**src/rtl/wb_regfile.sv**
```systemverilog
// Writeback-stage register file: load alignment, writeback source select,
// 31 x 32-bit architectural registers (x0 hardwired to zero), same-cycle
// read bypass of the value being written, and a retired-write counter.
module wb_regfile #(
    parameter logic [31:0] NOP_INSTR = 32'h00000013
) (
    input  logic        clk_i,
    input  logic        rst_ni,
    input  logic        rd_wren_i,
    input  logic [1:0]  wb_sel_i,
    input  logic [31:0] pc_i,
    input  logic [31:0] imm_i,
    input  logic [31:0] instr_i,
    input  logic [31:0] alu_data_i,
    input  logic [31:0] ld_data_i,
    input  logic [4:0]  rs1_addr_i,
    input  logic [4:0]  rs2_addr_i,
    output logic [31:0] rs1_data_o,
    output logic [31:0] rs2_data_o,
    output logic [31:0] wb_data_o,
    output logic        wb_commit_o,
    output logic [31:0] retire_cnt_o
);

    logic [4:0]  rd;
    logic [2:0]  funct3;
    logic [7:0]  ld_byte;
    logic [15:0] ld_half;
    logic [31:0] ld_aligned;
    logic [31:0] pc_plus4;
    logic [31:0] wb_data;
    logic        wr_en;

    logic [31:0] regs_q [1:31];
    logic        commit_q;
    logic [31:0] retire_q;
    logic [31:0] retire_d;

    assign rd       = instr_i[11:7];
    assign funct3   = instr_i[14:12];
    // Wraps naturally at 2^32.
    assign pc_plus4 = pc_i + 32'd4;

    // Writes to x0 and pipeline bubbles never reach the array or the counter.
    assign wr_en = rd_wren_i && (rd != 5'd0) && (instr_i != NOP_INSTR);

    // Extract and extend the addressed byte/halfword of the raw load word.
    always_comb begin
        ld_byte    = 8'h00;
        ld_aligned = ld_data_i;
        case (alu_data_i[1:0])
            2'd0:    ld_byte = ld_data_i[7:0];
            2'd1:    ld_byte = ld_data_i[15:8];
            2'd2:    ld_byte = ld_data_i[23:16];
            default: ld_byte = ld_data_i[31:24];
        endcase
        ld_half = alu_data_i[1] ? ld_data_i[31:16] : ld_data_i[15:0];
        case (funct3)
            3'b000:  ld_aligned = {{24{ld_byte[7]}}, ld_byte};
            3'b100:  ld_aligned = {24'h000000, ld_byte};
            3'b001:  ld_aligned = {{16{ld_half[15]}}, ld_half};
            3'b101:  ld_aligned = {16'h0000, ld_half};
            default: ld_aligned = ld_data_i;
        endcase
    end

    // Writeback source select.
    always_comb begin
        wb_data = pc_plus4;
        case (wb_sel_i)
            2'd0:    wb_data = pc_plus4;
            2'd1:    wb_data = alu_data_i;
            2'd2:    wb_data = ld_aligned;
            default: wb_data = imm_i;
        endcase
    end

    assign wb_data_o = wb_data;

    // Read ports: x0 is zero, a matching in-flight write is forwarded,
    // otherwise the stored value. Not gated by reset on purpose.
    always_comb begin
        rs1_data_o = 32'h0;
        rs2_data_o = 32'h0;
        if (rs1_addr_i != 5'd0) begin
            rs1_data_o = (wr_en && (rs1_addr_i == rd)) ? wb_data : regs_q[rs1_addr_i];
        end
        if (rs2_addr_i != 5'd0) begin
            rs2_data_o = (wr_en && (rs2_addr_i == rd)) ? wb_data : regs_q[rs2_addr_i];
        end
    end

    // Register array update; reset clears every architectural register.
    always_ff @(posedge clk_i or negedge rst_ni) begin
        if (!rst_ni) begin
            for (int i = 1; i < 32; i++) begin
                regs_q[i] <= 32'h0;
            end
        end else if (wr_en) begin
            regs_q[rd] <= wb_data;
        end
    end

    assign retire_d = retire_q + {31'h0, wr_en};

    // Commit pulse and retired-write counter.
    always_ff @(posedge clk_i or negedge rst_ni) begin
        if (!rst_ni) begin
            commit_q <= 1'b0;
            retire_q <= 32'h0;
        end else begin
            commit_q <= wr_en;
            retire_q <= retire_d;
        end
    end

    assign wb_commit_o  = commit_q;
    assign retire_cnt_o = retire_q;

endmodule

```
**config.mk**
```make
export PLATFORM = sky130hd
export DESIGN_NAME = wb_regfile
export DESIGN_NICKNAME = d
export VERILOG_FILES = /design/src/rtl/wb_regfile.sv
export SDC_FILE = /design/constraint.sdc
export NUM_CORES = 2
export LEC_CHECK = 0
export ABC_AREA = 0
export ABC_CLOCK_PERIOD_IN_PS = 3530
export CORE_MARGIN = 2
export CORE_UTILIZATION = 30
export CTS_CLUSTER_DIAMETER = 120
export CTS_CLUSTER_SIZE = 14
export DETAILED_ROUTE_END_ITERATION = 10
export GPL_TIMING_DRIVEN = 1
export PLACE_DENSITY_LB_ADDON = 0.08
export REMOVE_ABC_BUFFERS = 1
export SYNTH_ARGS = -nofsm -noshare
export SYNTH_HDL_FRONTEND = slang
export SYNTH_SLANG_ARGS = --single-unit
```
**constraint.sdc**
```tcl
create_clock -name clk_i -period 3.53 [get_ports clk_i]
set_clock_uncertainty 0.1 [all_clocks]
set_input_delay 0.5295 -clock clk_i [delete_from_list [all_inputs] [get_ports clk_i]]
set_output_delay 0.5295 -clock clk_i [all_outputs]
set_load 0.01 [all_outputs]
```
Word level (Yosys, flattened, before mapping)

Cells that the tools add are included.

Bitwise operators: 3
Equality and inequality tests: 10
Mux-type cells: 17
Add/subtract/negate cells: 2
Reductions and logical operators: 11
$lt $le $gt $ge: 4

Operators with widths:

| operator                | number |
|---|---|
| $bwmux W992             | 1 |
| $bmux W32 S5            | 2 |
| $mux W32                | 9 |
| $demux W32 S5           | 1 |
| $pmux W32 S4            | 1 |
| $pmux W32 S3            | 1 |
| $add A32 B1 Y32         | 1 |
| $add A32 B3 Y32 const B | 1 |
| $ne A32 B5 Y1 const B   | 1 |
| $pmux W8 S3             | 1 |
| $ge A6 B6 Y1 const B    | 3 |
| $not A5 Y6              | 3 |
| $mux W16                | 1 |
| $reduce_bool A5 Y1      | 3 |
| $eq A5 B5 Y1            | 2 |
| $eq A3 B3 Y1 const B    | 2 |
| $lt A6 B1 Y1 const B    | 1 |
| $logic_and A1 B1 Y1     | 5 |
| $eq A2 B1 Y1 const B    | 2 |
| $eq A2 B2 Y1 const B    | 2 |
| $logic_not A2 Y1        | 2 |
| $eq A3 B1 Y1 const B    | 1 |
| $logic_not A3 Y1        | 1 |

Logic and storage cells: 80
Input port bits: 175
Register bits: 1025

Longest topological paths before layout

Depth in word-level cells: 6
Depth in mapped cells: 14
Mapped depth without buffers: 10

Worst setup path before layout

Ideal clock, no wire load.

Path kind: input -> output
From: input instr_i[7]
To: output rs2_data_o[10]
Path slack: 405 ps
Data required time: 2900 ps
Path buffers: 4
Arrival: 2496 ps
Stages on the path: 9
Cells stage by stage: buf_2 > or2_1 > buf_2 > o41ai_2 > or4_1 > and2_1 > clkbuf_1 > buf_2 > a222oi_1

Longest elaborated chain between the ends: 6
Elaborated cells between the ends (all ways): 8

RTL lines:

| what                                                  | RTL line | source |
|---|---|---|
| start, declared                                       | 13       | `input logic [31:0] instr_i,` |
| branches (longest 3 deep; another with $ne A32 B5 Y1) | n/a      |  |
| $logic_and A1 B1 Y1 (*)                               | 89       | `rs2_data_o = (wr_en && (rs2_addr_i == rd)) ? wb_data : regs_q[rs2_addr_i];` |
| $mux W32 (*)                                          | 89       |  |
| $mux W32 (*)                                          | 88       | `if (rs2_addr_i != 5'd0) begin` |
| end, declared                                         | 19       | `output logic [31:0] rs2_data_o,` |

Every way passes the cells marked *.

Worst setup path in the final report

From: input alu_data_i[1]
To: output rs1_data_o[17]

Longest elaborated chain between the ends: 6
Elaborated cells between the ends (all ways): 9

RTL lines:

| what                                       | RTL line | source |
|---|---|---|
| start, declared                            | 14       | `input logic [31:0] alu_data_i,` |
| $eq A2 B2 Y1, or another cell as far along | 51       | `case (alu_data_i[1:0])` |
| $pmux W8 S3                                | 51       |  |
| $pmux W32 S4 (*)                           | 58       | `case (funct3)` |
| $pmux W32 S3 (*)                           | 70       | `case (wb_sel_i)` |
| $mux W32 (*)                               | 86       | `rs1_data_o = (wr_en && (rs1_addr_i == rd)) ? wb_data : regs_q[rs1_addr_i];` |
| $mux W32 (*)                               | 85       | `if (rs1_addr_i != 5'd0) begin` |
| end, declared                              | 18       | `output logic [31:0] rs1_data_o,` |

Every way passes the cells marked *; elsewhere a longest branch is shown, timed or not.

==> results.cfg <==
[finish]
fill_cells = 18023
final_layout_size_suffix_gt1_frac = 0.303
stdcell_count = 8343
final_core_utilization = 0.392
nNetsFinal = 6137
areaGrowthSynthToFinish_pct = 30.0

[clock_network]
cts_root_buf = clkbuf_16
cts_buffer_depth = 3
cts_tree = built
cts.sinks = 1025
clk_latency_ns = 0.72
cts_inserted_buffers = 84
htreeDepth = 3
cts.clk_slew.worst_paths_ns = 0.07

[timing]
final-setup-viol-count = 1
finalCritPeriodShare = 1.00
period_minus_slack_ns = 3.54
max_slew_margin = 0.345
slew_violations = 0
hold_violations = 0
worstMarginPinSlew_ns = 0.983
setup_ws_ns = -0.00803
fmax_ghz = 0.283
rsz0062_at_grt = yes

[worst_setup_path]
crit_path_max_fanout = 5
crit_end = rs1_data_o[17]
r2r-start = retire_cnt_o[6]
startpoint = alu_data_i[1]
crit_path_end_kind = primary output
reg2reg_to = retire_cnt_o[31]
cp.required_ns = 2.90
ff2ff_setup_slack_ns = 1.59
arrival_ns = 2.91
r2r_cells = 6
critPathLaunchType = primary input
critPathKind = primary input to primary output

[die]
dieArea_um2 = 185000
die_h_um = 430
start_util = 0.302
die_w_um = 430
io-pin-count = 304
core-area_um2 = 181000
rows = 156

[yosys]
synthSimpleGateAreaFrac = 0.114
synth_cell_types = 74
ys_seq_area_frac = 0.470
avgSynthCellArea_um2 = 10.5
ys_ff_latch = 1025
postSynthCellCount = 5206
ys_async_sr_fraction = 1.00
synthMuxAreaShare = 0.201
synth_top_flop_cell = dfrtp_1
netlist_area_um2 = 54600
synth_top_family_by_area = multiplexers
synth_fa_ha_area_frac = 0.000688
synth-compound-area-share = 0.163
ys_warn_count = 0
synth-xor-area-share = 0.00963
synth_edf_count = 0

[drt]
initialDrtViolationCount = 3953
ant_nets = 0
vias = 46493
routedWlPerCell_um = 32.0
drc_errors = 0
via_per_inst = 5.57
first_pass_iters = 6
wirelength_mm = 267

[global_routing]
grt_pass1_wl_mm = 374
track_usage = 0.285
grt-ovfl-total = 0
grt_max_degree = 98
grt_pass1_vias = 47231
antenna_found_initial = 8

[run]
drv_cap = 0

[power_and_ir_drop]
vdd_ir_drop_max_uv = 349
power.density_nw_per_um2 = 486
p_leak_nw = 31.0

[place]
place.port_buffers = 279
gp_congestion = 0.932
dp_cells = 8132
post-dp-hpwl_mm = 189

[outcome]
status = complete, but fails checks
violations = setup timing

[hold_path]
hold_class = primary input to async pin
placed cells by master (no fill, tap or decap), types with 79 or more instances in the layout:
cell type        instances
nor2_1                 205
dfrtp_1               1025
mux4_2                 433
buf_12                 145
a221oi_1                79
o21ai_0                876
clkdlybuf4s50_1        134
nand2_1                992
clkbuf_16               89
buf_4                  703
a21oi_1                133
flip-flops by register name (all words and copies together), names as in the netlist:
name,cells
regs_q,992
retire_cnt_o,32
wb_commit_o,1
metal layers:
metal / wire length, um / part of all wire / vias to the layer above / GRT usage
met3: 12600 / 0.047 / 436 / 0.0332
met4: 15000 / 0.056 / 2 / 0.139
met2: 130000 / 0.49 / 1456 / 0.475
li1: - / - / 20517 / -
met1: 109000 / 0.41 / 24082 / 0.368
met5: 12 / 0.000045 / - / 0
worst min-delay path by stage:
stage                                  end  slack [ns]
after floorplan                  regs_q[0]        0.13
after global placement    retire_cnt_o[31]        0.36
after detailed placement  retire_cnt_o[31]        0.37
after CTS                      regs_q[227]        0.23
after global routing           regs_q[227]        0.27
final                          regs_q[227]        0.27
Yosys cell counts (all sizes together) (25+ instances only):
| cell type | count | share of area |
|---|---|---|
| clkbuf | 403 | 0.028 |
| a221oi | 110 | 0.018 |
| a21oi | 153 | 0.014 |
| nor2b | 38 | 0.0044 |
| a222oi | 26 | 0.0048 |
| mux2i | 43 | 0.0079 |
| dfrtp | 1025 | 0.47 |
| nand3 | 39 | 0.0036 |
| o21ai | 957 | 0.088 |
| a22o | 25 | 0.0040 |
| inv | 43 | 0.0030 |
| mux4 | 433 | 0.18 |
| mux2 | 72 | 0.015 |
| buf | 118 | 0.010 |
| nor2 | 217 | 0.015 |
| xnor2 | 45 | 0.0072 |
| o22ai | 41 | 0.0047 |
| a22oi | 63 | 0.0087 |
| nand2 | 1032 | 0.071 |
| nor3 | 43 | 0.0039 |
layout make-up:
| cell class | count | area, um2 | area share |
|---|---|---|---|
| Timing Repair Buffer | 1188 | 11700 | 0.166 |
| Tap cell | 2370 | 2970 | 0.0418 |
| Antenna cell | 4 | 10.0 | 0.000141 |
| Clock buffer | 86 | 2130 | 0.0300 |
| Sequential cell | 1025 | 25600 | 0.362 |
| Inverter | 44 | 168 | 0.00236 |
| Multi-Input combinational cell | 3616 | 28100 | 0.397 |
| Clock inverter | 10 | 138 | 0.00194 |
kinds of logic after synthesis:
group	Yosys count
XOR/XNOR	60
buffers and inverters	565
adder cells (fa/ha/maj)	3
AND/OR/NAND/NOR	1500
AO/OA/AOI/OAI	1505
flip-flops	1025
multiplexers	548
report_power, final:
group	total (W)	switching (W)	internal [W]
Sequential	0.0159	0.00179	0.0141
Clock	0.00917	0.00484	0.00433
Combinational	0.00947	0.00467	0.00481
Total	0.0345	0.0113	0.0232
per-stage QoR:
step	setup slack, ns	area (um2)	power (W)	hold WS [ns]	setup TNS (ns)
after floorplan	-2.46	52500	0.0203	0.134	-113.61
after global placement	-1.34	66300	0.0250	0.359	-103.63
after detailed placement	-1.28	66300	0.0252	0.365	-104.52
after CTS	-0.0446	70400	0.0346	0.232	-0.0976
after global routing	-0.0717	70900	0.0362	0.271	-0.524
final	-0.00803	70900	0.0345	0.269	-0.00803
what timing repair did:
item | in CTS | in global routing
hold endpoints to repair | 28 | 0
endpoints found under the setup margin | 96 | 69
hold buffers | 1 | 0
buffers inserted | 81 | 30
pin swaps | 98 | 44
resized for setup | 548 | 99
cloned | 3 | 4
worst max-delay path, stage by stage:
cell and delay [ns]:
buf_2 0.12, buf_12 0.14, mux2i_4 0.20, o32a_1 0.42, buf_4 0.17, a221o_1 0.38, nor2_4 0.13, a221oi_4 0.07
a222oi_1 0.42, buf_4 0.18, buf_2 0.12
Note: power is estimated with default switching activity, not from simulation.
